===== config.mk =====
export PLATFORM = sky130hd
export DESIGN_NAME = lc3b_mc_alu_flat
export DESIGN_NICKNAME = d
export VERILOG_FILES = /design/src/rtl/lc3b_mc_alu_if.sv /design/src/rtl/lc3b_mc_alu.sv /design/src/flat_wrapper.sv
export SDC_FILE = /design/constraint.sdc
export NUM_CORES = 1
export LEC_CHECK = 0
export ABC_AREA = 0
export CORE_MARGIN = 2
export CORE_UTILIZATION = 56
export DETAILED_ROUTE_END_ITERATION = 16
export PLACE_DENSITY = 0.83
export SETUP_SLACK_MARGIN = 0.15
export SYNTH_ARGS = -nofsm -noshare
export SYNTH_HDL_FRONTEND = slang
export SYNTH_SLANG_ARGS = --single-unit

===== constraint.sdc =====
create_clock -name clk -period 4.5 [get_ports clk]
set_clock_uncertainty 0.2 [all_clocks]
set_input_delay 0.675 -clock clk [delete_from_list [all_inputs] [get_ports clk]]
set_output_delay 0.675 -clock clk [all_outputs]
set_load 0.01 [all_outputs]

===== src/rtl/lc3b_mc_alu_if.sv =====
// Request/response handshake bundle for lc3b_mc_alu.
// master = requester/consumer side, slave = the ALU.
interface lc3b_mc_alu_if #(
    parameter int WIDTH = 16
);
    logic             req_valid;
    logic             req_ready;
    logic [3:0]       req_op;
    logic [WIDTH-1:0] req_a;
    logic [WIDTH-1:0] req_b;
    logic             resp_valid;
    logic             resp_ready;
    logic [WIDTH-1:0] resp_data;
    logic [2:0]       resp_nzp;
    logic             busy;

    modport master (
        output req_valid, req_op, req_a, req_b, resp_ready,
        input  req_ready, resp_valid, resp_data, resp_nzp, busy
    );

    modport slave (
        input  req_valid, req_op, req_a, req_b, resp_ready,
        output req_ready, resp_valid, resp_data, resp_nzp, busy
    );
endinterface


===== src/rtl/lc3b_mc_alu.sv =====
// Multi-cycle LC-3b ALU with held response and nzp codes.
// Define LC3B_ALU_MUL_EN to build the iterative shift-add multiply (op 7).
module lc3b_mc_alu #(
    parameter int WIDTH = 16,
    parameter int SHW   = $clog2(WIDTH)
) (
    input  logic         clk,
    input  logic         rst,
    lc3b_mc_alu_if.slave bus
);
    typedef enum logic [1:0] {
        S_IDLE = 2'd0,
        S_DONE = 2'd1
`ifdef LC3B_ALU_MUL_EN
        , S_MUL = 2'd2
`endif
    } state_t;

    state_t           r_state;
    state_t           w_next;
    state_t           w_tgt;
    logic             w_accept;
    logic [SHW-1:0]   w_sh;
    logic [WIDTH-1:0] w_alu;
    logic [WIDTH-1:0] r_data;
    logic [2:0]       r_nzp;

    function automatic logic [2:0] f_nzp(input logic [WIDTH-1:0] d);
        if (d[WIDTH-1])     return 3'b100;
        else if (d == '0)   return 3'b010;
        else                return 3'b001;
    endfunction

    assign w_sh = bus.req_b[SHW-1:0];
    assign bus.req_ready  = (r_state == S_IDLE) ||
                            ((r_state == S_DONE) && bus.resp_ready);
    assign bus.resp_valid = (r_state == S_DONE);
    assign bus.resp_data  = r_data;
    assign bus.resp_nzp   = r_nzp;
    assign w_accept       = bus.req_valid && bus.req_ready;

    always_comb begin
        w_alu = bus.req_a;
        case (bus.req_op)
            4'd0:    w_alu = bus.req_a + bus.req_b;
            4'd1:    w_alu = bus.req_a & bus.req_b;
            4'd2:    w_alu = ~bus.req_a;
            4'd4:    w_alu = bus.req_a << w_sh;
            4'd5:    w_alu = bus.req_a >> w_sh;
            4'd6:    w_alu = WIDTH'($signed(bus.req_a) >>> w_sh);
            default: w_alu = bus.req_a;
        endcase
    end

`ifdef LC3B_ALU_MUL_EN
    logic             w_is_mul;
    logic             w_last;
    logic [WIDTH-1:0] w_sum;
    logic [WIDTH-1:0] r_acc;
    logic [WIDTH-1:0] r_mcand;
    logic [WIDTH-1:0] r_mplier;
    logic [SHW-1:0]   r_cnt;

    assign w_is_mul = (bus.req_op == 4'd7);
    assign w_sum    = r_acc + (r_mplier[0] ? r_mcand : '0);
    assign w_last   = (r_state == S_MUL) && (r_cnt == SHW'(WIDTH - 1));
    assign bus.busy = (r_state == S_MUL);

    always_ff @(posedge clk) begin
        if (rst) begin
            r_acc    <= '0;
            r_mcand  <= '0;
            r_mplier <= '0;
            r_cnt    <= '0;
        end else if (w_accept && w_is_mul) begin
            r_acc    <= '0;
            r_mcand  <= bus.req_a;
            r_mplier <= bus.req_b;
            r_cnt    <= '0;
        end else if (r_state == S_MUL) begin
            r_acc    <= w_sum;
            r_mcand  <= r_mcand << 1;
            r_mplier <= r_mplier >> 1;
            r_cnt    <= r_cnt + 1'b1;
        end
    end
`else
    assign bus.busy = 1'b0;
`endif

    always_comb begin
        w_tgt = S_DONE;
`ifdef LC3B_ALU_MUL_EN
        if (w_is_mul) w_tgt = S_MUL;
`endif
    end

    always_comb begin
        w_next = r_state;
        case (r_state)
            S_IDLE: if (w_accept) w_next = w_tgt;
            S_DONE: begin
                // A consumed response may chain straight into the next op.
                if (bus.resp_ready) w_next = w_accept ? w_tgt : S_IDLE;
            end
`ifdef LC3B_ALU_MUL_EN
            S_MUL:  if (w_last) w_next = S_DONE;
`endif
            default: w_next = S_IDLE;
        endcase
    end

    always_ff @(posedge clk) begin
        if (rst) r_state <= S_IDLE;
        else     r_state <= w_next;
    end

    always_ff @(posedge clk) begin
        if (rst) begin
            r_data <= '0;
            r_nzp  <= 3'b010;
`ifdef LC3B_ALU_MUL_EN
        end else if (w_accept && !w_is_mul) begin
            r_data <= w_alu;
            r_nzp  <= f_nzp(w_alu);
        end else if (w_last) begin
            r_data <= w_sum;
            r_nzp  <= f_nzp(w_sum);
`else
        end else if (w_accept) begin
            r_data <= w_alu;
            r_nzp  <= f_nzp(w_alu);
`endif
        end
    end
endmodule


===== src/flat_wrapper.sv =====
// flat-port wrapper written by rule: the top's interface ports become plain ports
module lc3b_mc_alu_flat 
#(
    parameter int WIDTH = 16,
    parameter int SHW   = $clog2(WIDTH)
)
  (clk, rst, bus_req_valid, bus_req_op, bus_req_a, bus_req_b, bus_resp_ready, bus_req_ready, bus_resp_valid, bus_resp_data, bus_resp_nzp, bus_busy);
  lc3b_mc_alu_if #(.WIDTH(WIDTH)) bus_i ();
  input  logic clk;
  input  logic rst;
  input wire logic [$bits(bus_i.req_valid)-1:0] bus_req_valid;
  input wire logic [$bits(bus_i.req_op)-1:0] bus_req_op;
  input wire logic [$bits(bus_i.req_a)-1:0] bus_req_a;
  input wire logic [$bits(bus_i.req_b)-1:0] bus_req_b;
  input wire logic [$bits(bus_i.resp_ready)-1:0] bus_resp_ready;
  output wire logic [$bits(bus_i.req_ready)-1:0] bus_req_ready;
  output wire logic [$bits(bus_i.resp_valid)-1:0] bus_resp_valid;
  output wire logic [$bits(bus_i.resp_data)-1:0] bus_resp_data;
  output wire logic [$bits(bus_i.resp_nzp)-1:0] bus_resp_nzp;
  output wire logic [$bits(bus_i.busy)-1:0] bus_busy;
  assign bus_i.req_valid = bus_req_valid;
  assign bus_i.req_op = bus_req_op;
  assign bus_i.req_a = bus_req_a;
  assign bus_i.req_b = bus_req_b;
  assign bus_i.resp_ready = bus_resp_ready;
  assign bus_req_ready = bus_i.req_ready;
  assign bus_resp_valid = bus_i.resp_valid;
  assign bus_resp_data = bus_i.resp_data;
  assign bus_resp_nzp = bus_i.resp_nzp;
  assign bus_busy = bus_i.busy;
  lc3b_mc_alu #(.WIDTH(WIDTH), .SHW(SHW)) u_core (.clk(clk), .rst(rst), .bus(bus_i));
endmodule

==> impl_metrics.toml, run 1 <==
[status]
outcome = "finished clean"

[final_layout]
final_util_pct = 68.75
fin_area_sq_um = 4697
layout-drive-gt1-share_pct = 16.67
syn2layout_area_growth_pct = 18.57
seqCellArea_sq_um = 380.4
diodes = 0
fillers = 604
final_nets = 617
multiInputGateArea_sq_um = 3234

[pwr]
p_clk_share_pct = 15.4
total_power_w = 0.0008025
seqPwrFrac_pct = 23.3
ir_worst_vdd_mv = 0.09189
powerDensity_nw_per_um2 = 170.8
p_leak_nw = 1.679
switchingPower_w = 0.0003454
pwr-share-comb_pct = 61.3
swShare_pct = 43.04
internal_power_w = 0.0004571

[synth]
synth_area_sq_um = 3961
yosysMostFrequentCell = "nand2_1"
synth-async-reset-ratio_pct = 0
yosysWarnings = 0
yosysTopAreaCellShare_pct = 11.94
ys_types = 93
yosysSeqAreaShare_pct = 9.602
synth_edf_count = 0
ys_top_cells_by_count = "nand2_1, a21oi_1, nor2_1"
synth_nets = 570
synth.avg_cell_area_sq_um = 7.737
netlist_top_cells_area = "mux4_2, dfxtp_1, a21oi_1"
netlist_instances = 512
synth_top_cell_by_area = "mux4_2"
ys_ff_latch = 19
ys.flop_type = "dfxtp_1"

[placed_design]
io_buffers = 60
gp_congestion = 1.045
dp_hpwl_mm = 11.44
place_area_sq_um = 4651

[setup_path]
r2r_cells = 4
worstPathArrival_ps = 4010
cp.required_ps = 4430
end_kind = "register"
critical_path_class = "primary input to register"
cp_max_fo = 7
cp-start-kind = "primary input"
startpoint = "bus_req_a[0]"
reg2reg_to = "u_core.bus.resp_data[1]"
r2r_start = "u_core.r_state[0]"
r2r_slack_ps = 2650

[global_route]
grt_max_degree = 41
antenna_found_initial = 0
grt_pass1_vias = 4414
grt_pass1_wl_mm = 23.34
grt_overflow = 0
grtUsageTotal_pct = 39.32

[timing]
fmax_mhz = 244.9
hold_ws_ps = 256.3
min_period_over_period_pct = 90.72
period_needed_ps = 4083
tns_ps = 0
hold_viol = 0
relSlewSlack_pct = 50.03
rsz0062_at_grt = "no"
slew_viol_final = 0
setup_viol = 0
worst_pin_slew_ps = 747.7

[drt]
drt-vias-per-instance = 7.205
drc_errors = 0
drt-total-wl_mm = 15.09
wl_met2_mm = 6.513
drt-initial-drc-count = 637
routedWlPerCell_um = 23.07
wirelength_met1_mm = 5.666
num_vias = 4712
drt_first_pass_iters = 5
drtAntennaViolNets = 0
wl_met3_mm = 2.023
highest_layer = "met4"

[cts]
postCtsHoldBufs = 0
cts_root_buffer = "clkbuf_8"
htree_num_levels = 1
cts_resized = 0
clk_pin_slew_worst_paths_ps = 70
tritoncts = "done"
numCtsBuffers = 3
clock_tree.buffer_depth = 2
clkLatencyLatePin_ps = 260
cts_setup_buffers = 0
cts_num_sinks = 19

[hold_path]
hp-class = "register to register"
hold_depth = 2
hp-start = "u_core.bus.resp_data[4]"
hold_end = "u_core.bus.resp_data[4]"

[floorplanning]
io_pins = 62
core_area_sq_um = 6832
die_x_um = 88.11
fp-row-count = 30
die_h_um = 88.11
initial_core_util_pct = 57.99
die-area_sq_um = 7762

[flow_run]
maxCapViolCount = 0
## metal layers
metal,global-route usage [%],vias to the layer above
li1,-,2062
met1,51.13,2146
met2,61.71,420
met3,9.519,84
met4,18.32,0
met5,0,-
## worst max-delay path, stage by stage
cell and delay (ps):
clkdlybuf4s50_1 590, ha_1 240, inv_1 70, fa_1 400, nor2b_1 260, o2111ai_1 200
a31oi_1 230, mux2i_1 110, o32a_1 410, a2111oi_2 240, nand4_1 150, nor4b_2 290
o41ai_1 120
## power groups by stage
stage	sequential (W)	clock, W	combinational (W)
final	0.000187	0.000123	0.000492
after floorplan	0.000196	0	0.000304
after detailed placement	0.000191	0	0.000474
after global routing	0.000188	0.000131	0.000522
after global placement	0.000190	0	0.000468
after CTS	0.000187	0.000124	0.000476
## cell type report
cell class / count / area share [%]
multi-input combinational: 427 / 68.86
clock inverter: 1 / 0.1066
clock buffer: 3 / 0.8791
inverter: 14 / 1.119
sequential: 19 / 8.098
timing repair buffer: 94 / 18.38
tap: 96 / 2.557
## cells by family after synthesis
| kind of cell | Yosys count | synth area share (%) |
|---|---|---|
| adders and majority gates | 18 | 5.875 |
| DFF | 19 | 9.602 |
| buffers and inverters | 66 | 8.749 |
| other | 1 | 0.09467 |
| muxes | 47 | 18.95 |
| xor gates and xnor gates | 6 | 1.516 |
| AOI/OAI and AO/OA | 168 | 30.99 |
| and+or+nand+nor | 187 | 24.23 |
## how the worst max path moves through the flow
stage	end	cells past startpoint
floorplan	u_core.bus.resp_nzp[1]	14
global placement	u_core.bus.resp_nzp[0]	14
detailed placement	u_core.bus.resp_nzp[0]	13
CTS	u_core.bus.resp_nzp[0]	14
global route	u_core.bus.resp_nzp[0]	14
finish	u_core.bus.resp_nzp[0]	13
## registers in the layout, summed over array words and instances (netlist names)
signal and flops:
u_core.bus.resp_data 16, u_core.bus.resp_nzp 2, u_core.r_state 1
## placed cells by master (no fill, tap or decap), types with 17 or more instances in the layout
cell	Yosys	layout
a21oi_1	43	43
buf_4	6	33
clkdlybuf4s50_1	0	59
dfxtp_1	19	19
ha_1	17	17
mux2i_1	18	18
mux4_2	21	21
nand2_1	50	50
nand3_1	23	23
nor2_1	43	43
o21ai_0	22	22
## per-stage QoR
| step | setup slack (ps) | std cells |
|---|---|---|
| floorplan | 871.8 | 512 |
| global route | 206.5 | 654 |
| finish | 417.4 | 654 |
| detailed placement | 237.9 | 650 |
| global placement | 389.6 | 650 |
| CTS | 506.3 | 654 |
(Power assumes the default switching activity.)
==> run 2, diff against run 1 <==
--- a/config.mk
+++ b/config.mk
@@ -6,6 +6,7 @@
 export NUM_CORES = 1
 export LEC_CHECK = 0
 export ABC_AREA = 0
+export CAP_MARGIN = 0
 export CORE_MARGIN = 2
 export CORE_UTILIZATION = 56
 export DETAILED_ROUTE_END_ITERATION = 16
==> results of run 2 <==
Final layout, timing and power as in run 1 (identical DEF).
